===== src/rtl/or_mon_pkg.sv =====
// Shared types for the OR-gate event monitor: debounce FSM states and
// the width helper for the debounce counter.
package or_mon_pkg;

    typedef enum logic [1:0] {
        IDLE_LOW  = 2'd0,
        CHK_HIGH  = 2'd1,
        IDLE_HIGH = 2'd2,
        CHK_LOW   = 2'd3
    } dbnc_state_t;

    // Enough bits to hold the value DEBOUNCE_CYCLES itself.
    function automatic int dcnt_width(input int debounce_cycles);
        return $clog2(debounce_cycles + 1);
    endfunction

endpackage


===== src/rtl/bit_synchronizer.sv =====
// Multi-flop synchronizer bringing a single asynchronous bit into the clk domain.
module bit_synchronizer #(
    parameter int STAGES = 2
) (
    input  logic clk,
    input  logic rst_n,
    input  logic d,
    output logic q
);

    logic [STAGES-1:0] sync_q;

    always_ff @(posedge clk or negedge rst_n) begin
        if (!rst_n) begin
            sync_q <= '0;
        end else begin
            sync_q <= {sync_q[STAGES-2:0], d};
        end
    end

    assign q = sync_q[STAGES-1];

endmodule


===== src/rtl/or_event_monitor.sv =====
// Synchronizes and debounces the OR gate output, counts qualified rising edges
// and offers each event through a one-deep valid/ready holding register.
module or_event_monitor
    import or_mon_pkg::*;
#(
    parameter int SYNC_STAGES     = 2,
    parameter int DEBOUNCE_CYCLES = 4,
    parameter int CNT_W           = 8
) (
    input  logic             clk,
    input  logic             rst_n,
    input  logic             z_in,
    input  logic             clear,
    output logic             level_out,
    output logic             rise_pulse,
    output logic [CNT_W-1:0] evt_count,
    output logic             count_sat,
    output logic             evt_valid,
    output logic [CNT_W-1:0] evt_data,
    input  logic             evt_ready,
    output logic             overflow
);

    localparam int                DCNT_W   = dcnt_width(DEBOUNCE_CYCLES);
    localparam logic [DCNT_W-1:0] DCNT_MAX = DCNT_W'(DEBOUNCE_CYCLES);
    localparam logic [DCNT_W-1:0] DCNT_ONE = DCNT_W'(1);
    localparam logic [CNT_W-1:0]  CNT_MAX  = '1;

    // Handshake: an event transfers on any edge where evt_valid && evt_ready;
    // evt_data is held stable while evt_valid is high and evt_ready is low.

    dbnc_state_t       state;
    logic [DCNT_W-1:0] dcnt;
    logic              z_s;
    logic              accept_rise;
    logic [CNT_W-1:0]  next_count;

    bit_synchronizer #(
        .STAGES(SYNC_STAGES)
    ) u_sync (
        .clk  (clk),
        .rst_n(rst_n),
        .d    (z_in),
        .q    (z_s)
    );

    always_comb begin
        accept_rise = 1'b0;
        if (z_s) begin
            if ((DEBOUNCE_CYCLES == 1) && (state == IDLE_LOW)) begin
                accept_rise = 1'b1;
            end
            if ((state == CHK_HIGH) && (dcnt == DCNT_MAX)) begin
                accept_rise = 1'b1;
            end
        end
    end

    // Clear forces the offered value to zero even when a rise lands on the same edge.
    always_comb begin
        next_count = evt_count;
        if (clear) begin
            next_count = '0;
        end else if (evt_count != CNT_MAX) begin
            next_count = evt_count + 1'b1;
        end
    end

    always_ff @(posedge clk or negedge rst_n) begin
        if (!rst_n) begin
            state      <= IDLE_LOW;
            dcnt       <= '0;
            level_out  <= 1'b0;
            rise_pulse <= 1'b0;
        end else begin
            rise_pulse <= accept_rise;
            case (state)
                IDLE_LOW: begin
                    if (z_s) begin
                        if (DEBOUNCE_CYCLES == 1) begin
                            state     <= IDLE_HIGH;
                            dcnt      <= '0;
                            level_out <= 1'b1;
                        end else begin
                            state <= CHK_HIGH;
                            dcnt  <= DCNT_ONE;
                        end
                    end
                end
                CHK_HIGH: begin
                    if (!z_s) begin
                        state <= IDLE_LOW;
                        dcnt  <= '0;
                    end else if (dcnt == DCNT_MAX) begin
                        state     <= IDLE_HIGH;
                        dcnt      <= '0;
                        level_out <= 1'b1;
                    end else begin
                        dcnt <= dcnt + 1'b1;
                    end
                end
                IDLE_HIGH: begin
                    if (!z_s) begin
                        if (DEBOUNCE_CYCLES == 1) begin
                            state     <= IDLE_LOW;
                            dcnt      <= '0;
                            level_out <= 1'b0;
                        end else begin
                            state <= CHK_LOW;
                            dcnt  <= DCNT_ONE;
                        end
                    end
                end
                CHK_LOW: begin
                    if (z_s) begin
                        state <= IDLE_HIGH;
                        dcnt  <= '0;
                    end else if (dcnt == DCNT_MAX) begin
                        state     <= IDLE_LOW;
                        dcnt      <= '0;
                        level_out <= 1'b0;
                    end else begin
                        dcnt <= dcnt + 1'b1;
                    end
                end
                default: begin
                    state     <= IDLE_LOW;
                    dcnt      <= '0;
                    level_out <= 1'b0;
                end
            endcase
        end
    end

    always_ff @(posedge clk or negedge rst_n) begin
        if (!rst_n) begin
            evt_count <= '0;
            count_sat <= 1'b0;
        end else if (clear) begin
            evt_count <= '0;
            count_sat <= 1'b0;
        end else if (accept_rise) begin
            if (evt_count == CNT_MAX) begin
                count_sat <= 1'b1;
            end else begin
                evt_count <= next_count;
            end
        end
    end

    // A rise arriving while the held event is unread is dropped and flagged.
    always_ff @(posedge clk or negedge rst_n) begin
        if (!rst_n) begin
            evt_valid <= 1'b0;
            evt_data  <= '0;
            overflow  <= 1'b0;
        end else begin
            if (accept_rise) begin
                if (!evt_valid || evt_ready) begin
                    evt_valid <= 1'b1;
                    evt_data  <= next_count;
                end else if (!clear) begin
                    overflow <= 1'b1;
                end
            end else if (evt_valid && evt_ready) begin
                evt_valid <= 1'b0;
            end
            if (clear) begin
                overflow <= 1'b0;
            end
        end
    end

endmodule


===== config.mk =====
export PLATFORM = sky130hd
export DESIGN_NAME = or_event_monitor
export DESIGN_NICKNAME = d
export VERILOG_FILES = /design/src/rtl/or_mon_pkg.sv /design/src/rtl/bit_synchronizer.sv /design/src/rtl/or_event_monitor.sv
export SDC_FILE = /design/constraint.sdc
export NUM_CORES = 1
export LEC_CHECK = 0
export CORE_AREA = 10 10 62 64
export DETAILED_ROUTE_END_ITERATION = 6
export DIE_AREA = 0 0 72 74
export DONT_BUFFER_PORTS = 1
export PLACE_DENSITY = 0.74
export SETUP_SLACK_MARGIN = 0.02
export SLEW_MARGIN = 20
export SYNTH_ARGS = -nofsm -noshare
export SYNTH_HDL_FRONTEND = slang
export SYNTH_HIERARCHICAL = 1
export SYNTH_SLANG_ARGS = --single-unit

===== constraint.sdc =====
create_clock -name clk -period 1.7 [get_ports clk]
set_input_delay 0.085 -clock clk [delete_from_list [all_inputs] [get_ports clk]]
set_output_delay 0.085 -clock clk [all_outputs]
set_load 0.02 [all_outputs]

; ---- Yosys cells after proc, flatten, opt, wreduce, memory -nomap -nowiden
; Cells that the tools add are included.
[word_totals]
regBits = 28
output_inout_bits = 21
[classes]
add_sub_neg = 2
n_eq_ne = 17
muxes = 34
reduce_logical = 17
[ops]
columns = cell, n
row1 = $mux 8, 5
row2 = $mux 1, 15
row3 = $mux 3, 5
row4 = $mux 2, 6
row5 = $pmux 3 s4, 1
row6 = $reduce_and 2->1, 6
row7 = $ne 2x2->1 const B, 5
row8 = $add 8x1->8 const B, 1
row9 = $eq 8x8->1 const B, 1
row10 = $ne 2x1->1 const B, 4
row11 = $ne 8x8->1 const B, 1
row12 = $pmux 2 s4, 1
row13 = $reduce_bool 2->1, 4
row14 = $reduce_and 5->1, 1
row15 = $eq 2x2->1 const B, 2
row16 = $reduce_and 4->1, 1
row17 = $add 3x1->3 const B, 1
row18 = $eq 3x3->1 const B, 1
row19 = $ne 3x2->1 const B, 1
row20 = $ne 3x3->1 const B, 1
row21 = $eq 2x1->1 const B, 1
row22 = $logic_and 1x1->1, 2
row23 = $logic_not 2->1, 1
row24 = $pmux 1 s2, 1
row25 = 2 further kinds, 2

; ---- Depth between registers and ports, before layout
[depth]
ltp_word = 6
mapped_depth = 8
depth_no_buf = 7

; ---- Hierarchy
; Netlist, hierarchy kept.
[by_module_without_submodules]
columns = module, instances, cells_per_inst, area_each_um2, seq_area_each_um2
row1 = or_event_monitor, 1, 129, 1340.0, 650.6
row2 = bit_synchronizer, 1, 2, 50.0, 50.0

; ---- Worst setup path after synthesis
; Ideal clock, no wire load.
[synth_path]
path_kind = register -> register
start = register evt_count[0]
end = register evt_data[1]
setup_ns = 0.121
t_arrival_ns = 1.759
slack_ns = -0.180
path_stages_with_launch = 6
n_path_buf = 0
period_less_slack_ns = 1.880
path_cell_list = dfrtp_1 ha_1 nand4_4 nor2_2 mux2_2 a22o_1
[synth_between]
elab_chain_len = 3
[synth_lines]
columns = element, line
row1 = from (decl), or_event_monitor.sv:16  ; output logic [CNT_W-1:0] evt_count,
row2 = from (signal assigned), or_event_monitor.sv:146  ; evt_count <= next_count;
row3 = $add 8x1->8 / $ne 8x8->1 (equally long branches), "or_event_monitor.sv:65, or_event_monitor.sv:64"
row4 = $mux 8 *, or_event_monitor.sv:64  ; end else if (evt_count != CNT_MAX) begin
row5 = $mux 8 *, or_event_monitor.sv:62  ; if (clear) begin
row6 = to (signal assigned), or_event_monitor.sv:161  ; evt_data <= next_count;
row7 = to (decl), or_event_monitor.sv:19  ; output logic [CNT_W-1:0] evt_data,
; Every way passes the cells marked *; elsewhere a longest branch is shown, timed or not.
; A chain may end at the register's enable or synchronous reset.

; ---- Worst setup path in the final report
[layout_path]
start = register dcnt[1]
end = register evt_count[5]
[layout_between]
elab_chain_len = 6
[layout_lines]
columns = element, line
row1 = from (decl), or_event_monitor.sv:33  ; logic [DCNT_W-1:0] dcnt;
row2 = from (signal assigned), or_event_monitor.sv:99  ; dcnt <= dcnt + 1'b1;
row3 = from (signal assigned), or_event_monitor.sv:123  ; dcnt <= dcnt + 1'b1;
row4 = $eq 3x3->1, or_event_monitor.sv:53  ; if ((state == CHK_HIGH) && (dcnt == DCNT_MAX)) begin
row5 = $logic_and 1x1->1, or_event_monitor.sv:53
row6 = $mux 1, or_event_monitor.sv:53
row7 = $mux 1, or_event_monitor.sv:49  ; if (z_s) begin
row8 = $reduce_bool 2->1 (no source line), --
row9 = $reduce_and 2->1 (no source line), --
; Every way passes these cells.

==> metrics.cfg <==
[outcome]
status = completed

[logic_synthesis]
ys_warn_count = 6
synth_area_leaders = dfrtp_1 (50%), nor2_1 (4.1%), nand2_1 (3.8%), a22o_1 (3.8%), a21oi_1 (2.9%)
syn_inst = 131
synthArstFlopShare_pct = 100.0
syn_nets = 139
yosys.area.top_type = dfrtp_1
synth.distinct_cells = 41
synth-seq-area-share_pct = 50.41
synth-seq-cells = 28
synth_top_cell_area_share_pct = 50.41
syn-cell-area_sq_mm = 0.001390
synth_ff_type = dfrtp_1
synth.avg_cell_area_sq_um = 10.61
synth_edf_count = 0

[min_path]
hp-class = primary input to flip-flop
hold_depth = 2
hold_start = clear

[place]
dp_slack_ns = -0.002381
routabilityCongestion = 0.8189
io_buffers = 0
place_hpwl_um = 2441

[timing]
setup_viol = 0
skew_ns = 0.007018
hold_viol = 0
final_max_slew_viol_count = 0
max_freq_ghz = 0.6156
setup_slack_ns = 0.07548
finalCritPeriodShare_pct = 95.56
tns_ns = 0
finalCriticalPeriod_ns = 1.625
worst_pin_slew_ns = 0.5802
rsz0062_at_grt = no
holdWs_ns = 0.01703
slew_headroom_pct = 61.19

[clock_tree]
clk_path_buf_depth = 2
clkSinkCount = 28
path_clk_slew_ns = 0.16
htreeDepth = 1
numCtsBuffers = 3
clock_tree.root_cell = clkbuf_4
cts_tree = built
clk_latency_ns = 0.34

[pwr]
p_per_area_mw_per_mm2 = 915.8
p_leak_nw = 0.8003
peakVddDrop_mv = 0.6304
power_mw = 1.539

[routing]
drcViolationCount = 0
wl_per_cell_um = 18.44
ant_nets = 0
wirelength_um = 3356
drt_iter0_drc = 47
vias_per_cell = 5.846
vias = 1064
first_pass_iters = 4

[finish]
drive_gt1_share_pct = 26.49
final_nets = 160
fillers = 229
multiInputGateArea_sq_um = 686.9
area_growth_pct = 20.88
final-seq-area_sq_um = 703.2
diodes = 0

[floorplan]
core_sq_mm = 0.002663
initial_utilization_pct = 52.21
num_rows = 19
ios = 26
die_y_um = 74
die_w_um = 72
die_area_sq_mm = 0.005328

[job]
maxCapViolCount = 0

[setup_path]
r2r_setup_slack_ns = 0.08
worstSetupEndpointType = flip-flop
crit_type = flip-flop to flip-flop
crit-reg2reg-launch = dcnt[1]$_DFFE_PN0P_
r2r-end = evt_count[5]$_DFFE_PN0P_
worst-path-max-fanout = 5
worstPathArrival_ns = 1.90
startpoint = dcnt[1]$_DFFE_PN0P_
setup.worst_path.start_class = flip-flop
r2r_cells = 7
endpoint = evt_count[5]$_DFFE_PN0P_
crit_required_ns = 1.98

[grt]
antenna_found_initial = 0
grt_first_pass_wirelength_um = 5506
grt-ovfl-total = 0
grt_max_degree = 29
grt_pass1_vias = 1126
grt_usage_pct = 12.96

area by class of cell:
type                            instances  area share, %
Inverter                                5          1.117
Multi-Input combinational cell         93          40.88
Clock buffer                            3          1.340
Tap cell                               31          2.308
Clock inverter                          1          1.787
Timing Repair Buffer                   21          10.72
Sequential cell                        28          41.85
routing by layer:
metal	wire, um	GRT usage, %
met3	255	3.989
met1	1376	14.30
met2	1660	22.06
met4	64	6.882
met5	0	0
cells in the final DEF (no fill, tap or decap), drive strengths merged, types with 3 or more instances in the layout:
cell,synthesis,routed
nor2,16,16
a22o,6,6
clkbuf,1,3
dlygate4sd3,0,4
inv,5,5
nand2b,3,3
nand2,14,14
and3,3,3
nand3,4,4
o21ai,3,3
ha,3,3
xor2,3,3
dfrtp,28,28
a21oi,8,8
o41ai,3,3
buf,4,17
flip-flops by register name (all words and copies together) (netlist names), named ones only:
name / flops
count_sat: 1
evt_data: 8
state: 1
rise_pulse: 1
u_sync/sync_q: 2
overflow: 1
level_out: 1
evt_count: 8
evt_valid: 1
dcnt: 3
critical path, stage by stage, from the launching register on:
cell and delay [ns]:
dfrtp_1 0.43, inv_2 0.09, ha_4 0.15, and3_4 0.21
buf_4 0.13, o211ai_4 0.09, or3_1 0.34, a21oi_2 0.14
kinds of logic (layout without fill, tap and decap cells):
| kind of cell | after synthesis | in the layout | synth area share, % |
|---|---|---|---|
| AO/OA/AOI/OAI | 29 | 29 | 17.10 |
| XOR/XNOR | 5 | 5 | 3.151 |
| adder cells (fa/ha/maj) | 3 | 3 | 2.701 |
| buffers and inverters | 10 | 30 | 3.690 |
| flip-flops | 28 | 28 | 50.40 |
| multiplexers | 4 | 4 | 3.060 |
| AND/OR/NAND/NOR | 52 | 52 | 19.89 |
worst min path at each step:
| stage | end |
|---|---|
| 2_1_floorplan | async pin |
| 3_3_place_gp | dcnt[2]$_DFFE_PN0P_ |
| 3_5_place_dp | dcnt[1]$_DFFE_PN0P_ |
| 4_1_cts | evt_valid$_DFFE_PN0P_ |
| 5_1_grt | evt_valid$_DFFE_PN0P_ |
| 6_report | evt_count[7]$_DFFE_PN0P_ |
repair_timing:
item,4_1_cts,5_1_grt
gates resized for setup,2,7
hold buffers,4,1
setup endpoints to repair,9,12
pin swaps,0,1
setup buffers,1,2
hold endpoints to repair,42,2
report_power, final:
part / internal [mW] / leakage [nW] / switching, mW / total (mW)
clock: 0.239 / 0.0279 / 0.204 / 0.443
sequential: 0.725 / 0.377 / 0.0814 / 0.806
combinational: 0.146 / 0.396 / 0.145 / 0.290
cell usage after synthesis (all sizes together) (3+ instances only):
cell / n
buf: 4
a21oi: 8
and3: 3
inv: 5
o41ai: 3
a22o: 6
nand2b: 3
nand3: 4
xor2: 3
nand2: 14
ha: 3
o21ai: 3
nor2: 16
dfrtp: 28
stage by stage:
step	instances	instance area (sq um)	utilization (%)
after floorplan	131	1410	-
after global placement	170	1514	56.86
after detailed placement	170	1514	56.86
after CTS	179	1629	61.18
after global routing	182	1680	63.11
final	182	1680	63.11
Note: power is estimated with default switching activity, not from simulation.
